[src/rtl/mem_arbiter.sv]
// N-master to 1-slave round-robin arbiter on the valid/ready memory protocol.
// The winning request is registered onto dn_*. The response is steered back to the granted master only.
module mem_arbiter #(
    parameter int N_MASTERS   = 2,
    parameter int ADDR_W      = 32,
    parameter int DATA_W      = 32,
    parameter int STRB_W      = DATA_W / 8,
    parameter int TIMEOUT_CYC = 0
) (
    input  logic                          clk,
    input  logic                          rst_n,
    input  logic [N_MASTERS-1:0]          up_valid,
    input  logic [N_MASTERS*ADDR_W-1:0]   up_addr,
    input  logic [N_MASTERS*DATA_W-1:0]   up_wdata,
    input  logic [N_MASTERS*STRB_W-1:0]   up_wstrb,
    output logic [N_MASTERS-1:0]          up_ready,
    output logic [DATA_W-1:0]             up_rdata,
    output logic [N_MASTERS-1:0]          up_err,
    output logic                          dn_valid,
    output logic [ADDR_W-1:0]             dn_addr,
    output logic [DATA_W-1:0]             dn_wdata,
    output logic [STRB_W-1:0]             dn_wstrb,
    input  logic                          dn_ready,
    input  logic [DATA_W-1:0]             dn_rdata
);

    localparam int GW   = (N_MASTERS > 1) ? $clog2(N_MASTERS) : 1;
    localparam int WD_W = (TIMEOUT_CYC > 0) ? $clog2(TIMEOUT_CYC + 1) : 1;
    localparam logic [WD_W-1:0] WD_LAST = (TIMEOUT_CYC > 0) ? WD_W'(TIMEOUT_CYC - 1) : '0;

    typedef enum logic {
        IDLE,
        BUSY
    } state_t;

    state_t            state, state_nxt;
    logic [GW-1:0]     rr_last;
    logic [GW-1:0]     grant;
    logic [GW-1:0]     cand;
    logic              any_req;
    logic [WD_W-1:0]   wd;
    logic              timeout;
    logic              done;

    logic [ADDR_W-1:0] addr_a  [N_MASTERS];
    logic [DATA_W-1:0] wdata_a [N_MASTERS];
    logic [STRB_W-1:0] wstrb_a [N_MASTERS];

    always_comb begin
        for (int unsigned i = 0; i < N_MASTERS; i++) begin
            addr_a[i]  = up_addr[i*ADDR_W +: ADDR_W];
            wdata_a[i] = up_wdata[i*DATA_W +: DATA_W];
            wstrb_a[i] = up_wstrb[i*STRB_W +: STRB_W];
        end
    end

    // Round-robin search starting just after the last winner, wrapping modulo N_MASTERS.
    always_comb begin
        grant   = rr_last;
        cand    = '0;
        any_req = 1'b0;
        for (int unsigned k = 1; k <= N_MASTERS; k++) begin
            cand = GW'((32'(rr_last) + k) % N_MASTERS);
            if (!any_req && up_valid[cand]) begin
                grant   = cand;
                any_req = 1'b1;
            end
        end
    end

    assign dn_valid = (state == BUSY);
    assign timeout  = (TIMEOUT_CYC > 0) && (state == BUSY) && (wd == WD_LAST) && !dn_ready;
    assign done     = (state == BUSY) && (dn_ready || timeout);

    always_ff @(posedge clk or negedge rst_n) begin
        if (!rst_n) state <= IDLE;
        else        state <= state_nxt;
    end

    // rr_last doubles as the index of the master owning the current BUSY transaction.
    always_comb begin
        state_nxt = state;
        up_ready  = '0;
        up_err    = '0;
        up_rdata  = '0;
        case (state)
            IDLE: begin
                if (any_req) state_nxt = BUSY;
            end
            BUSY: begin
                if (done) begin
                    state_nxt         = IDLE;
                    up_ready[rr_last] = 1'b1;
                    up_err[rr_last]   = timeout;
                    if (dn_ready) up_rdata = dn_rdata;
                end
            end
            default: state_nxt = IDLE;
        endcase
    end

    always_ff @(posedge clk or negedge rst_n) begin
        if (!rst_n) begin
            dn_addr  <= '0;
            dn_wdata <= '0;
            dn_wstrb <= '0;
            rr_last  <= GW'(N_MASTERS - 1);
            wd       <= '0;
        end else if (state == IDLE) begin
            if (any_req) begin
                dn_addr  <= addr_a[grant];
                dn_wdata <= wdata_a[grant];
                dn_wstrb <= wstrb_a[grant];
                rr_last  <= grant;
            end
            wd <= '0;
        end else begin
            if (done)            wd <= '0;
            else if (wd != '1)   wd <= wd + 1'b1;
        end
    end

endmodule
[config.mk]
export PLATFORM = sky130hd
export DESIGN_NAME = mem_arbiter
export DESIGN_NICKNAME = d
export VERILOG_FILES = /design/src/rtl/mem_arbiter.sv
export SDC_FILE = /design/constraint.sdc
export NUM_CORES = 1
export LEC_CHECK = 0
export BUFFER_PORTS_ARGS = -buffer_cell sky130_fd_sc_hd__buf_2
export CORE_MARGIN = 8
export CORE_UTILIZATION = 36
export CTS_CLUSTER_DIAMETER = 80
export DETAILED_ROUTE_END_ITERATION = 10
export GPL_ROUTABILITY_DRIVEN = 1
export PLACE_DENSITY = 0.82
export REMOVE_ABC_BUFFERS = 1
export SLEW_MARGIN = 30
export SYNTH_ARGS = -nofsm -noshare
export SYNTH_HDL_FRONTEND = slang
export SYNTH_SLANG_ARGS = --single-unit
[constraint.sdc]
create_clock -name clk -period 1.29 [get_ports clk]
set_input_delay 0.129 -clock clk [delete_from_list [all_inputs] [get_ports clk]]
set_output_delay 0.129 -clock clk [all_outputs]
set_load 0.02 [all_outputs]
==> run_summary.xml, run 1 <==
<?xml version="1.0" encoding="UTF-8"?>
<metrics>
  <group name="global_routing">
    <metric name="initial_antenna_violation_count" unit="">1</metric>
    <metric name="grt_max_degree" unit="">71</metric>
    <metric name="first_global_vias" unit="">4600</metric>
    <metric name="grt_pass1_wl" unit="um">23140</metric>
    <metric name="grt_use_total" unit="%">21.65</metric>
    <metric name="grt_residual_overflow" unit="">0</metric>
  </group>
  <group name="timing">
    <metric name="timing.final.ws_setup" unit="ns">-0.2089</metric>
    <metric name="final-hold-violation-count" unit="">0</metric>
    <metric name="fin_crit" unit="ns">1.499</metric>
    <metric name="clock_skew" unit="ns">0.01665</metric>
    <metric name="share_of_the_clock_period_used_by_the_worst_path_after_layout" unit="%">116.2</metric>
    <metric name="achievable-frequency" unit="GHz">0.6671</metric>
    <metric name="setup_viol" unit="">103</metric>
    <metric name="final_max_slew_viol_count" unit="">0</metric>
    <metric name="grt_setup_unrepaired" unit="">true</metric>
  </group>
  <group name="route">
    <metric name="wl_per_cell" unit="um">20.21</metric>
    <metric name="post_drt_via_cell_ratio" unit="">5.545</metric>
    <metric name="drt.antenna.violating_nets" unit="">0</metric>
    <metric name="initialDrtViolationCount" unit="">631</metric>
    <metric name="dr_total_vias" unit="">4730</metric>
    <metric name="drt_drc_violations_left" unit="">0</metric>
    <metric name="wl" unit="um">17240</metric>
    <metric name="drt_first_pass_iters" unit="">6</metric>
  </group>
  <group name="cts">
    <metric name="cts.root.buffer_cell" unit="">sky130_fd_sc_hd__clkbuf_8</metric>
    <metric name="cts_tree" unit="">yes</metric>
    <metric name="clk_transition_reported_paths" unit="ns">0.10</metric>
    <metric name="cts_sinks" unit="">70</metric>
    <metric name="ctsHtreeMaxLevel" unit="">3</metric>
    <metric name="numCtsBuffers" unit="">9</metric>
    <metric name="cts.path.max_buffers" unit="">2</metric>
    <metric name="clk_latency" unit="ns">0.34</metric>
  </group>
  <group name="placed_design">
    <metric name="io_buffers" unit="">275</metric>
    <metric name="place_ws" unit="ns">-0.2969</metric>
    <metric name="dp.final_hpwl" unit="um">10910</metric>
    <metric name="routabilityCongestion" unit="">0.8405</metric>
  </group>
  <group name="critical_path">
    <metric name="crit_arrival" unit="ns">1.76</metric>
    <metric name="timing.reg2reg.worst_path_depth" unit="">6</metric>
    <metric name="path_class" unit="">flip-flop to flip-flop</metric>
    <metric name="critPathRequiredTime" unit="ns">1.55</metric>
    <metric name="critical_path.endpoint_type" unit="">flip-flop</metric>
    <metric name="critPathLaunch" unit="">dn_valid$_DFF_PN0_</metric>
    <metric name="critPathMaxFanout" unit="">16</metric>
    <metric name="start_kind" unit="">flip-flop</metric>
    <metric name="startpoint_of_the_worst_register_to_register_path" unit="">dn_valid$_DFF_PN0_</metric>
  </group>
  <group name="min_path">
    <metric name="worstHoldPathCells" unit="">3</metric>
    <metric name="hp-start" unit="">up_addr[3]</metric>
    <metric name="holdCritPathClass" unit="">input pin to flip-flop</metric>
  </group>
  <group name="floorplanning">
    <metric name="floorplan_die_area" unit="um^2">13630</metric>
    <metric name="core" unit="um^2">9819</metric>
    <metric name="die_h" unit="um">116.8</metric>
    <metric name="pin_count" unit="">278</metric>
    <metric name="initial_utilization" unit="%">37.22</metric>
    <metric name="die_w" unit="um">116.8</metric>
    <metric name="num_rows" unit="">36</metric>
  </group>
  <group name="outcome">
    <metric name="status" unit="">finished, violations left</metric>
    <metric name="violations" unit="">negative setup slack</metric>
  </group>
  <group name="synthesis">
    <metric name="post_synth_num_cell_types" unit="">21</metric>
    <metric name="synth.top_cell.area_share" unit="%">47.24</metric>
    <metric name="post_synth.cell_area_avg" unit="um^2">8.306</metric>
    <metric name="ys_seq_elements" unit="">70</metric>
    <metric name="synthDominantAreaCellType" unit="">sky130_fd_sc_hd__dfrtp_1</metric>
    <metric name="synth_seq_area_share" unit="%">47.96</metric>
    <metric name="synth.yosys.warnings" unit="">0</metric>
    <metric name="mappedNetlistArea" unit="um^2">3655</metric>
    <metric name="syn-instance-count" unit="">440</metric>
    <metric name="yosys-top-cells-area" unit="">sky130_fd_sc_hd__dfrtp_1 47%, sky130_fd_sc_hd__a31oi_1 12%, sky130_fd_sc_hd__o21ai_0 9.4%, sky130_fd_sc_hd__nand3_1 9.3%, sky130_fd_sc_hd__nor2_1 7.1%</metric>
  </group>
  <group name="cells_and_area">
    <metric name="final_layout_size_suffix_gt1_share" unit="%">50.14</metric>
    <metric name="postLayoutCoreUtil" unit="%">61.77</metric>
    <metric name="areaGrowthSynthToFinish" unit="%">65.97</metric>
    <metric name="n_antenna_cell" unit="">0</metric>
    <metric name="final_nets" unit="">888</metric>
  </group>
  <group name="job">
    <metric name="maxCapViolations" unit="">0</metric>
  </group>
  <group name="power_and_ir_drop">
    <metric name="cellPowerDensity" unit="nW/um^2">2217</metric>
    <metric name="vdd_drop_max" unit="V">0.0009534</metric>
    <metric name="leakage" unit="uW">0.002991</metric>
  </group>
</metrics>
[synthesized netlist by cell type (all sizes together)]
master	instances
buf	31
and3	33
or2	1
and2	1
o21ai	69
o31ai	1
nand2	3
a31oi	68
dfrtp	69
inv	1
o21ba	1
dfstp	1
clkbuf	21
nor2	70
conb	1
nand3	68
o21bai	1
[cell families after synthesis]
logic type | synth area share (%)
other | 0.1026
AO/OA/AOI/OAI | 21.77
AND/OR/NAND/NOR | 22.90
buffers and inverters | 7.258
flip-flops | 47.96
[path summary, 6_finish.rpt]
check | to | slack (ns)
worst max-delay path | dn_addr[30]$_DFFE_PN0P_ | -0.21
worst max register to register | dn_addr[30]$_DFFE_PN0P_ | -0.21
worst min-delay path | dn_addr[3]$_DFFE_PN0P_ | 0.03
worst min register to register | dn_addr[12]$_DFFE_PN0P_ | 0.55
max in group asynchronous | rr_last$_DFFE_PN1P_ | 0.59
min in group asynchronous | dn_wdata[18]$_DFFE_PN0P_ | 0.33
[power breakdown]
group | switching (uW) | internal (uW)
Sequential | 667 | 3310
Clock | 910 | 702
Combinational | 4670 | 3190
Total | 6240 | 7210
[state kept, by name, summed over array words and instances, names as in the netlist]
name      flops
dn_addr      32
dn_valid      1
dn_wdata     32
dn_wstrb      4
rr_last       1
[area by class of cell]
cell class                 instances  area (um^2)
clock inverter                     7        48.80
timing repair buffer             314         2192
tap                              133        166.4
inverter                           1        3.754
sequential                        70         1754
clock buffer                       9        123.9
fill                             848         3754
multi-input combinational        319         1777
[routing by layer]
metal	vias to the layer above	global-route usage, %	routed length, um
li1	2144	-	-
met1	2183	24.42	6230
met2	363	37.65	8431
met3	38	6.205	2103
met4	2	8.703	460
met5	-	0	13
[what timing repair did]
item,in CTS,in global routing
pin swaps,4,16
hold buffers,1,0
gates cloned,5,11
endpoints found under the hold margin,69,0
buffers inserted,8,4
endpoints found under the setup margin,103,104
gates resized for setup,42,55
[layout by cell type, fill, tap and decap left out, types with 2 or more instances in the layout]
cell and instances:
sky130_fd_sc_hd__buf_16 4, sky130_fd_sc_hd__dfrtp_1 68, sky130_fd_sc_hd__buf_6 14, sky130_fd_sc_hd__o21ai_0 37
sky130_fd_sc_hd__o21ai_2 7, sky130_fd_sc_hd__nor2_1 62, sky130_fd_sc_hd__clkbuf_16 9, sky130_fd_sc_hd__buf_8 2
sky130_fd_sc_hd__clkinv_2 3, sky130_fd_sc_hd__nor2_2 6, sky130_fd_sc_hd__nand3_1 67, sky130_fd_sc_hd__buf_4 5
sky130_fd_sc_hd__buf_2 264, sky130_fd_sc_hd__nor2_4 3, sky130_fd_sc_hd__buf_12 15, sky130_fd_sc_hd__clkinv_4 2
sky130_fd_sc_hd__clkbuf_8 9, sky130_fd_sc_hd__o21ai_1 25, sky130_fd_sc_hd__a31oi_1 68, sky130_fd_sc_hd__conb_1 2
sky130_fd_sc_hd__nand2_1 2, sky130_fd_sc_hd__and3_4 8, sky130_fd_sc_hd__and3_1 25
[stage by stage]
step / total power (uW) / std cells / cell area, um^2 / setup TNS, ns / hold WS (ns)
after floorplan: 7650 / 389 / 3397 / -155.05 / -0.1666
after global routing: 14250 / 853 / 6066 / -17.30 / 0.02264
after global placement: 10160 / 809 / 5156 / -36.86 / 0.1815
after CTS: 12780 / 840 / 5689 / -10.87 / 0.01330
final: 13450 / 853 / 6066 / -11.67 / 0.03260
after detailed placement: 10440 / 810 / 5184 / -13.63 / 0.1864
[worst max-delay path, cell delays in order (launching register included)]
cell and delay [ns]:
sky130_fd_sc_hd__dfrtp_2 0.45, sky130_fd_sc_hd__buf_6 0.13, sky130_fd_sc_hd__o21ba_4 0.24, sky130_fd_sc_hd__buf_12 0.17
sky130_fd_sc_hd__clkbuf_16 0.19, sky130_fd_sc_hd__nor2_1 0.05, sky130_fd_sc_hd__a31oi_1 0.18
(Power assumes the default switching activity.)
==> inputs of run 2 (changes only) <==
--- a/config.mk
+++ b/config.mk
@@ -13,6 +13,7 @@
 export GPL_ROUTABILITY_DRIVEN = 1
 export PLACE_DENSITY = 0.82
 export REMOVE_ABC_BUFFERS = 1
+export SETUP_SLACK_MARGIN = 0.5
 export SLEW_MARGIN = 30
 export SYNTH_ARGS = -nofsm -noshare
 export SYNTH_HDL_FRONTEND = slang
==> constraint.sdc (replaced) <==
create_clock -name clk -period 1.29 [get_ports clk]
set_input_delay 0.129 -clock clk [delete_from_list [all_inputs] [get_ports clk]]
set_output_delay 0.129 -clock clk [all_outputs]
set_load 0.005 [all_outputs]
==> run_summary.xml, run 2 (synthesized netlist as in run 1, its figures left out) <==
<?xml version="1.0" encoding="UTF-8"?>
<metrics>
  <group name="route">
    <metric name="drt.antenna.violating_nets" unit="">0</metric>
    <metric name="drt_first_pass_iters" unit="">5</metric>
    <metric name="wl" unit="um">18220</metric>
    <metric name="initialDrtViolationCount" unit="">522</metric>
    <metric name="drt_drc_violations_left" unit="">0</metric>
    <metric name="dr_total_vias" unit="">5003</metric>
    <metric name="wl_per_cell" unit="um">20.31</metric>
    <metric name="post_drt_via_cell_ratio" unit="">5.577</metric>
  </group>
  <group name="min_path">
    <metric name="holdCritPathClass" unit="">input pin to flip-flop</metric>
    <metric name="worstHoldPathCells" unit="">3</metric>
    <metric name="timing.hold.worst_endpoint" unit="">dn_addr[19]$_DFFE_PN0P_</metric>
    <metric name="hp-start" unit="">up_addr[51]</metric>
  </group>
  <group name="global_routing">
    <metric name="first_global_vias" unit="">4701</metric>
    <metric name="grt_residual_overflow" unit="">0</metric>
    <metric name="grt_max_degree" unit="">64</metric>
    <metric name="grt_use_total" unit="%">22.10</metric>
    <metric name="initial_antenna_violation_count" unit="">0</metric>
    <metric name="grt_pass1_wl" unit="um">23540</metric>
  </group>
  <group name="critical_path">
    <metric name="critical_path.endpoint_type" unit="">flip-flop</metric>
    <metric name="worst_path_largest_cell_delay" unit="ns">0.55</metric>
    <metric name="critPathTopFamily" unit="">flip-flops</metric>
    <metric name="crit_path_cell_trace" unit="">buf_6 -&gt; and2_4 -&gt; buf_12 -&gt; clkbuf_16 -&gt; buf_8 -&gt; o21ai_1 -&gt; a31oi_1</metric>
    <metric name="start_kind" unit="">flip-flop</metric>
    <metric name="timing.reg2reg.worst_path_depth" unit="">7</metric>
    <metric name="worst_reg2reg_path_endpoint" unit="">dn_addr[10]$_DFFE_PN0P_</metric>
    <metric name="register_to_register_path_setup_slack" unit="ns">-0.21</metric>
    <metric name="crit_arrival" unit="ns">1.77</metric>
    <metric name="path_class" unit="">flip-flop to flip-flop</metric>
    <metric name="critPathMaxFanout" unit="">6</metric>
    <metric name="worst-path-buf-inv" unit="">4</metric>
    <metric name="worst_path_slowest_cell" unit="">sky130_fd_sc_hd__dfstp_2</metric>
    <metric name="critPathRequiredTime" unit="ns">1.56</metric>
    <metric name="startpoint_of_the_worst_register_to_register_path" unit="">rr_last$_DFFE_PN1P_</metric>
  </group>
  <group name="timing">
    <metric name="clock_skew" unit="ns">0.008569</metric>
    <metric name="final-hold-violation-count" unit="">0</metric>
    <metric name="slew-limit-headroom" unit="%">62.63</metric>
    <metric name="setup_viol" unit="">104</metric>
    <metric name="achievable-frequency" unit="GHz">0.6668</metric>
    <metric name="fin_crit" unit="ns">1.500</metric>
    <metric name="share_of_the_clock_period_used_by_the_worst_path_after_layout" unit="%">116.2</metric>
    <metric name="grt_setup_unrepaired" unit="">true</metric>
    <metric name="final_max_slew_viol_count" unit="">0</metric>
    <metric name="timing.final.ws_setup" unit="ns">-0.2096</metric>
    <metric name="tightest_slew" unit="ns">0.5606</metric>
  </group>
  <group name="cells_and_area">
    <metric name="areaGrowthSynthToFinish" unit="%">83.50</metric>
    <metric name="final_layout_size_suffix_gt1_share" unit="%">57.85</metric>
    <metric name="layout_top_registers" unit="">dn_addr: 32 flops, dn_wdata: 32 flops, dn_wstrb: 4 flops</metric>
    <metric name="final_cell_mix" unit="">246 x sky130_fd_sc_hd__buf_2, 68 x sky130_fd_sc_hd__a31oi_1, 68 x sky130_fd_sc_hd__dfrtp_1</metric>
    <metric name="final_nets" unit="">932</metric>
    <metric name="postLayoutCoreUtil" unit="%">68.30</metric>
    <metric name="layout.cells.most_common" unit="">sky130_fd_sc_hd__buf_2</metric>
    <metric name="n_antenna_cell" unit="">0</metric>
  </group>
  <group name="cts">
    <metric name="cts_sinks" unit="">70</metric>
    <metric name="clk_transition_reported_paths" unit="ns">0.08</metric>
    <metric name="ctsHtreeMaxLevel" unit="">3</metric>
    <metric name="numCtsBuffers" unit="">9</metric>
    <metric name="cts.path.max_buffers" unit="">2</metric>
    <metric name="cts_tree" unit="">yes</metric>
    <metric name="clk_latency" unit="ns">0.34</metric>
    <metric name="cts.root.buffer_cell" unit="">sky130_fd_sc_hd__clkbuf_8</metric>
  </group>
  <group name="power_and_ir_drop">
    <metric name="leakage" unit="uW">0.003261</metric>
    <metric name="cellPowerDensity" unit="nW/um^2">1989</metric>
    <metric name="vdd_drop_max" unit="V">0.0009802</metric>
    <metric name="design_power_total" unit="uW">13340</metric>
  </group>
  <group name="job">
    <metric name="maxCapViolations" unit="">0</metric>
  </group>
  <group name="floorplanning">
    <metric name="initial_utilization" unit="%">37.22</metric>
    <metric name="floorplan_die_area" unit="um^2">13630</metric>
    <metric name="die_h" unit="um">116.8</metric>
    <metric name="num_rows" unit="">36</metric>
    <metric name="pin_count" unit="">278</metric>
    <metric name="die_w" unit="um">116.8</metric>
    <metric name="core" unit="um^2">9819</metric>
  </group>
  <group name="placed_design">
    <metric name="routabilityCongestion" unit="">0.8419</metric>
    <metric name="io_buffers" unit="">275</metric>
    <metric name="dp.final_hpwl" unit="um">10920</metric>
  </group>
  <group name="outcome">
    <metric name="violations" unit="">negative setup slack</metric>
    <metric name="status" unit="">finished, violations left</metric>
  </group>
</metrics>
run 2: worst register-to-register path, stage by stage (launching register included):
cell and delay [ns]:
sky130_fd_sc_hd__dfstp_2 0.55, sky130_fd_sc_hd__buf_6 0.11, sky130_fd_sc_hd__and2_4 0.18, sky130_fd_sc_hd__buf_12 0.12, sky130_fd_sc_hd__clkbuf_16 0.14, sky130_fd_sc_hd__buf_8 0.11
sky130_fd_sc_hd__o21ai_1 0.06, sky130_fd_sc_hd__a31oi_1 0.16
run 2: worst max path at each step:
stage	startpoint	endpoint	slack [ns]	cells past startpoint
5_1_grt	rr_last$_DFFE_PN1P_	dn_wdata[2]$_DFFE_PN0P_	-0.28	6
3_5_place_dp	rr_last$_DFFE_PN1P_	dn_wdata[20]$_DFFE_PN0P_	-0.30	4
3_3_place_gp	rr_last$_DFFE_PN1P_	dn_addr[31]$_DFFE_PN0P_	-0.57	3
6_report	rr_last$_DFFE_PN1P_	dn_addr[10]$_DFFE_PN0P_	-0.21	7
2_1_floorplan	dn_valid$_DFF_PN0_	dn_addr[0]$_DFFE_PN0P_	-2.20	2
4_1_cts	rr_last$_DFFE_PN1P_	dn_wdata[4]$_DFFE_PN0P_	-0.15	7
run 2: timing repair:
item                                    CTS  global route
pin swaps                                33            44
endpoints found under the hold margin    69             0
gates resized for setup                  77            94
hold buffers                              1             0
setup buffers                            28            24
endpoints found under the setup margin  173           213
cloned                                    6            11
run 2: area by class of cell:
| type | count | area [um^2] |
|---|---|---|
| fill | 755 | 3113 |
| timing repair buffer | 358 | 2636 |
| multi-input combinational | 319 | 1972 |
| sequential | 70 | 1754 |
| tap | 133 | 166.4 |
| clock buffer | 10 | 137.6 |
| clock inverter | 6 | 36.28 |
| inverter | 1 | 3.754 |
run 2: stage by stage:
stage               setup slack [ns]  instance area (um^2)  hold slack, ns  TNS [ns]  cells
floorplan                     -2.200                  3397         -0.1666   -149.98    389
global placement             -0.5711                  5151          0.1724    -36.92    810
detailed placement           -0.2969                  5179          0.1897    -13.56    811
CTS                          -0.1513                  5942         0.01249    -10.65    862
global route                 -0.2844                  6706         0.02409    -22.48    897
finish                       -0.2096                  6706         0.03804    -16.79    897
run 2: layer usage:
metal | GRT usage, % | share of wire (%) | vias up
met4 | 8.618 | 3.3 | 0
met5 | 0 | 0 | -
met3 | 5.895 | 10 | 54
met2 | 40.10 | 51 | 351
met1 | 23.91 | 35 | 2354
li1 | - | - | 2244
run 2: power by group:
part           switching (uW)  total, uW  leakage (uW)  internal (uW)
logic                    3630       7780       0.00239           4150
clock network             863       1610     0.0000922            744
registers                 634       3950      0.000782           3310
total                    5130      13300       0.00326           8210
==> inputs of run 3 (changes only) <==
--- a/config.mk
+++ b/config.mk
@@ -5,13 +5,15 @@
 export SDC_FILE = /design/constraint.sdc
 export NUM_CORES = 1
 export LEC_CHECK = 0
-export BUFFER_PORTS_ARGS = -buffer_cell sky130_fd_sc_hd__buf_2
+export ABC_AREA = 1
+export BUFFER_PORTS_ARGS = -buffer_cell sky130_fd_sc_hd__buf_4
 export CORE_MARGIN = 8
-export CORE_UTILIZATION = 36
+export CORE_UTILIZATION = 39
 export CTS_CLUSTER_DIAMETER = 80
+export CTS_CLUSTER_SIZE = 8
 export DETAILED_ROUTE_END_ITERATION = 10
 export GPL_ROUTABILITY_DRIVEN = 1
-export PLACE_DENSITY = 0.82
+export PLACE_DENSITY = 0.84
 export REMOVE_ABC_BUFFERS = 1
 export SETUP_SLACK_MARGIN = 0.5
 export SLEW_MARGIN = 30
==> run_summary.xml, run 3 <==
<?xml version="1.0" encoding="UTF-8"?>
<metrics>
  <group name="global_routing">
    <metric name="grt_pass1_wl" unit="um">28720</metric>
    <metric name="grt_max_degree" unit="">71</metric>
    <metric name="grt_residual_overflow" unit="">0</metric>
    <metric name="first_global_vias" unit="">5513</metric>
    <metric name="initial_antenna_violation_count" unit="">0</metric>
    <metric name="met3_demand_to_capacity_share_in_global_routing" unit="%">7.832</metric>
    <metric name="grt_use_met1" unit="%">25.95</metric>
    <metric name="met2_routing_resource_usage_after_global_routing" unit="%">43.56</metric>
    <metric name="grt_use_total" unit="%">24.98</metric>
    <metric name="busiest_layer_in_global_routing" unit="">met2</metric>
  </group>
  <group name="floorplanning">
    <metric name="num_rows" unit="">38</metric>
    <metric name="die_h" unit="um">120.3</metric>
    <metric name="floorplan_die_area" unit="um^2">14480</metric>
    <metric name="die_w" unit="um">120.3</metric>
    <metric name="initial_utilization" unit="%">39.50</metric>
    <metric name="core" unit="um^2">10750</metric>
    <metric name="pin_count" unit="">278</metric>
  </group>
  <group name="cells_and_area">
    <metric name="layout_top_registers" unit="">dn_addr: 32 flops, dn_wdata: 32 flops, dn_wstrb: 4 flops</metric>
    <metric name="layout.cells.most_common" unit="">sky130_fd_sc_hd__buf_4</metric>
    <metric name="multi_input_area" unit="um^2">2305</metric>
    <metric name="final_layout_size_suffix_gt1_share" unit="%">48.48</metric>
    <metric name="postLayoutCoreUtil" unit="%">81.29</metric>
    <metric name="n_antenna_cell" unit="">0</metric>
    <metric name="fillCellCount" unit="">611</metric>
    <metric name="final_cell_mix" unit="">237 x sky130_fd_sc_hd__buf_4, 137 x sky130_fd_sc_hd__nand2_1, 109 x sky130_fd_sc_hd__nand3_1</metric>
    <metric name="final_nets" unit="">1125</metric>
    <metric name="finalInstanceArea" unit="um^2">8735</metric>
    <metric name="areaGrowthSynthToFinish" unit="%">105.8</metric>
    <metric name="register_area" unit="um^2">1753</metric>
  </group>
  <group name="outcome">
    <metric name="violations" unit="">negative setup slack</metric>
    <metric name="status" unit="">finished, violations left</metric>
  </group>
  <group name="power_and_ir_drop">
    <metric name="leakage" unit="uW">0.004850</metric>
    <metric name="cellPowerDensity" unit="nW/um^2">1914</metric>
    <metric name="vdd_drop_max" unit="V">0.001070</metric>
    <metric name="design_power_total" unit="uW">16710</metric>
  </group>
  <group name="critical_path">
    <metric name="path_class" unit="">flip-flop to flip-flop</metric>
    <metric name="critical_path.endpoint_type" unit="">flip-flop</metric>
    <metric name="worst_reg2reg_path_endpoint" unit="">dn_wdata[27]$_DFFE_PN0P_</metric>
    <metric name="critPathLaunch" unit="">rr_last$_DFFE_PN1P_</metric>
    <metric name="register_to_register_path_setup_slack" unit="ns">-0.17</metric>
    <metric name="crit_end" unit="">dn_wdata[27]$_DFFE_PN0P_</metric>
    <metric name="startpoint_of_the_worst_register_to_register_path" unit="">rr_last$_DFFE_PN1P_</metric>
    <metric name="critPathRequiredTime" unit="ns">1.52</metric>
    <metric name="crit_arrival" unit="ns">1.70</metric>
    <metric name="critPathMaxFanout" unit="">10</metric>
    <metric name="start_kind" unit="">flip-flop</metric>
    <metric name="timing.reg2reg.worst_path_depth" unit="">7</metric>
  </group>
  <group name="placed_design">
    <metric name="routabilityCongestion" unit="">0.8350</metric>
    <metric name="dp.final_hpwl" unit="um">12200</metric>
    <metric name="io_buffers" unit="">275</metric>
    <metric name="place_ws" unit="ns">-0.01548</metric>
    <metric name="placed_cell_area" unit="um^2">6646</metric>
  </group>
  <group name="timing">
    <metric name="achievable-frequency" unit="GHz">0.6832</metric>
    <metric name="clock_skew" unit="ns">0.01444</metric>
    <metric name="timing.setup.tns" unit="ns">-9.462</metric>
    <metric name="final_max_slew_viol_count" unit="">0</metric>
    <metric name="fin_crit" unit="ns">1.464</metric>
    <metric name="setup_viol" unit="">103</metric>
    <metric name="timing.final.ws_setup" unit="ns">-0.1736</metric>
    <metric name="final-hold-violation-count" unit="">0</metric>
    <metric name="share_of_the_clock_period_used_by_the_worst_path_after_layout" unit="%">113.5</metric>
    <metric name="grt_setup_unrepaired" unit="">true</metric>
  </group>
  <group name="synthesis">
    <metric name="mappedNetlistArea" unit="um^2">4244</metric>
    <metric name="synth-main-ff-cell" unit="">sky130_fd_sc_hd__dfrtp_1</metric>
    <metric name="post_synth.cell_area_avg" unit="um^2">6.992</metric>
    <metric name="synthTopCellsByCount" unit="">143 x sky130_fd_sc_hd__nand2_1, 136 x sky130_fd_sc_hd__nand3_1, 102 x sky130_fd_sc_hd__inv_1</metric>
    <metric name="syn-instance-count" unit="">607</metric>
    <metric name="synthDominantAreaCellType" unit="">sky130_fd_sc_hd__dfrtp_1</metric>
    <metric name="number_of_synthesized_flops_with_an_enable_pin" unit="">0</metric>
    <metric name="ys_seq_elements" unit="">70</metric>
    <metric name="yosys-top-cells-area" unit="">sky130_fd_sc_hd__dfrtp_1 41%, sky130_fd_sc_hd__nand3_1 16%, sky130_fd_sc_hd__nand2_1 13%, sky130_fd_sc_hd__nand3b_1 12%, sky130_fd_sc_hd__inv_1 9.0%</metric>
    <metric name="post_synth_num_cell_types" unit="">17</metric>
    <metric name="synthMostInstantiatedCell" unit="">sky130_fd_sc_hd__nand2_1</metric>
    <metric name="synth.top_cell.area_share" unit="%">40.68</metric>
    <metric name="synth_seq_area_share" unit="%">41.30</metric>
    <metric name="synth.yosys.warnings" unit="">0</metric>
    <metric name="async_reset_ff_share" unit="%">100.0</metric>
  </group>
  <group name="route">
    <metric name="drt.antenna.violating_nets" unit="">0</metric>
    <metric name="post_drt_via_cell_ratio" unit="">5.382</metric>
    <metric name="initialDrtViolationCount" unit="">389</metric>
    <metric name="dr_total_vias" unit="">5904</metric>
    <metric name="wl_per_cell" unit="um">20.95</metric>
    <metric name="drt_drc_violations_left" unit="">0</metric>
    <metric name="drt_first_pass_iters" unit="">6</metric>
    <metric name="wl" unit="um">22990</metric>
  </group>
  <group name="min_path">
    <metric name="worstHoldPathCells" unit="">4</metric>
    <metric name="holdCritPathClass" unit="">input pin to flip-flop</metric>
    <metric name="hp-start" unit="">up_addr[25]</metric>
  </group>
  <group name="cts">
    <metric name="numCtsBuffers" unit="">9</metric>
    <metric name="cts.root.buffer_cell" unit="">sky130_fd_sc_hd__clkbuf_8</metric>
    <metric name="cts.path.max_buffers" unit="">2</metric>
    <metric name="clk_transition_reported_paths" unit="ns">0.09</metric>
    <metric name="clk_latency" unit="ns">0.35</metric>
    <metric name="ctsHtreeMaxLevel" unit="">3</metric>
    <metric name="cts_sinks" unit="">70</metric>
    <metric name="cts_tree" unit="">yes</metric>
  </group>
  <group name="job">
    <metric name="maxCapViolations" unit="">0</metric>
  </group>
</metrics>
## run 3: cell count changes after synthesis, moves of 13 or more
cell / delta
sky130_fd_sc_hd__nand2_1: +140
sky130_fd_sc_hd__inv_1: +101
sky130_fd_sc_hd__a31oi_1: -68
sky130_fd_sc_hd__nand3_1: +68
sky130_fd_sc_hd__nand3b_1: +68
sky130_fd_sc_hd__o21ai_0: -68
sky130_fd_sc_hd__nor2_1: -35
sky130_fd_sc_hd__and3_1: -33
sky130_fd_sc_hd__buf_2: -13
## run 3: stage by stage
step           cells  hold slack [ns]
2_1_floorplan    561          -0.1666
3_3_place_gp     999           0.1754
3_5_place_dp     999           0.1714
4_1_cts         1053          0.07080
5_1_grt         1097          0.07234
6_report        1097          0.08737
## run 3: metal layers
| metal | wire length [um] | vias up |
|---|---|---|
| met2 | 11220 | 401 |
| met3 | 2231 | 113 |
| met5 | 0 | - |
| met4 | 1395 | 0 |
| li1 | - | 2592 |
| met1 | 8134 | 2798 |
## run 3: critical path: stages, from the launching register on
cell and delay (ns):
sky130_fd_sc_hd__dfstp_2 0.57, sky130_fd_sc_hd__inv_2 0.06, sky130_fd_sc_hd__buf_6 0.13, sky130_fd_sc_hd__nand2_4 0.15
sky130_fd_sc_hd__clkbuf_16 0.19, sky130_fd_sc_hd__nand3b_1 0.11, sky130_fd_sc_hd__nand3_1 0.09, sky130_fd_sc_hd__nand2_1 0.05
## run 3: logic make-up after synthesis
| kind of cell | Yosys count | synth area share, % |
|---|---|---|
| simple gates | 381 | 43.72 |
| buf+inv | 152 | 14.45 |
| flops | 70 | 41.30 |
| compound gates | 3 | 0.4420 |
| other cells | 1 | 0.08836 |
## run 3: how the worst min path moves through the flow
stage | end | slack [ns]
floorplan | dn_addr[0]$_DFFE_PN0P_ | -0.17
global placement | dn_wdata[2]$_DFFE_PN0P_ | 0.18
detailed placement | dn_wdata[3]$_DFFE_PN0P_ | 0.17
CTS | dn_addr[0]$_DFFE_PN0P_ | 0.07
global route | dn_addr[6]$_DFFE_PN0P_ | 0.07
finish | dn_addr[25]$_DFFE_PN0P_ | 0.09
## run 3: area by class of cell
class,count,area share (%)
Sequential cell,70,20.07
Timing Repair Buffer,377,44.18
Inverter,105,4.541
Multi-Input combinational cell,389,26.39
Clock buffer,10,1.576
Tap cell,140,2.005
Clock inverter,6,1.246
## run 3: report_power, final
part	switching, uW	internal, uW
Clock	913	1340
Combinational	4330	5940
Sequential	899	3290
Total	6150	10600
## run 3: what timing repair did
item	in CTS	in global routing
hold buffers	2	0
gates resized for setup	94	99
hold endpoints to repair	70	0
pin swaps	1	14
gates cloned	10	20
setup buffers	26	24
setup endpoints to repair	173	173
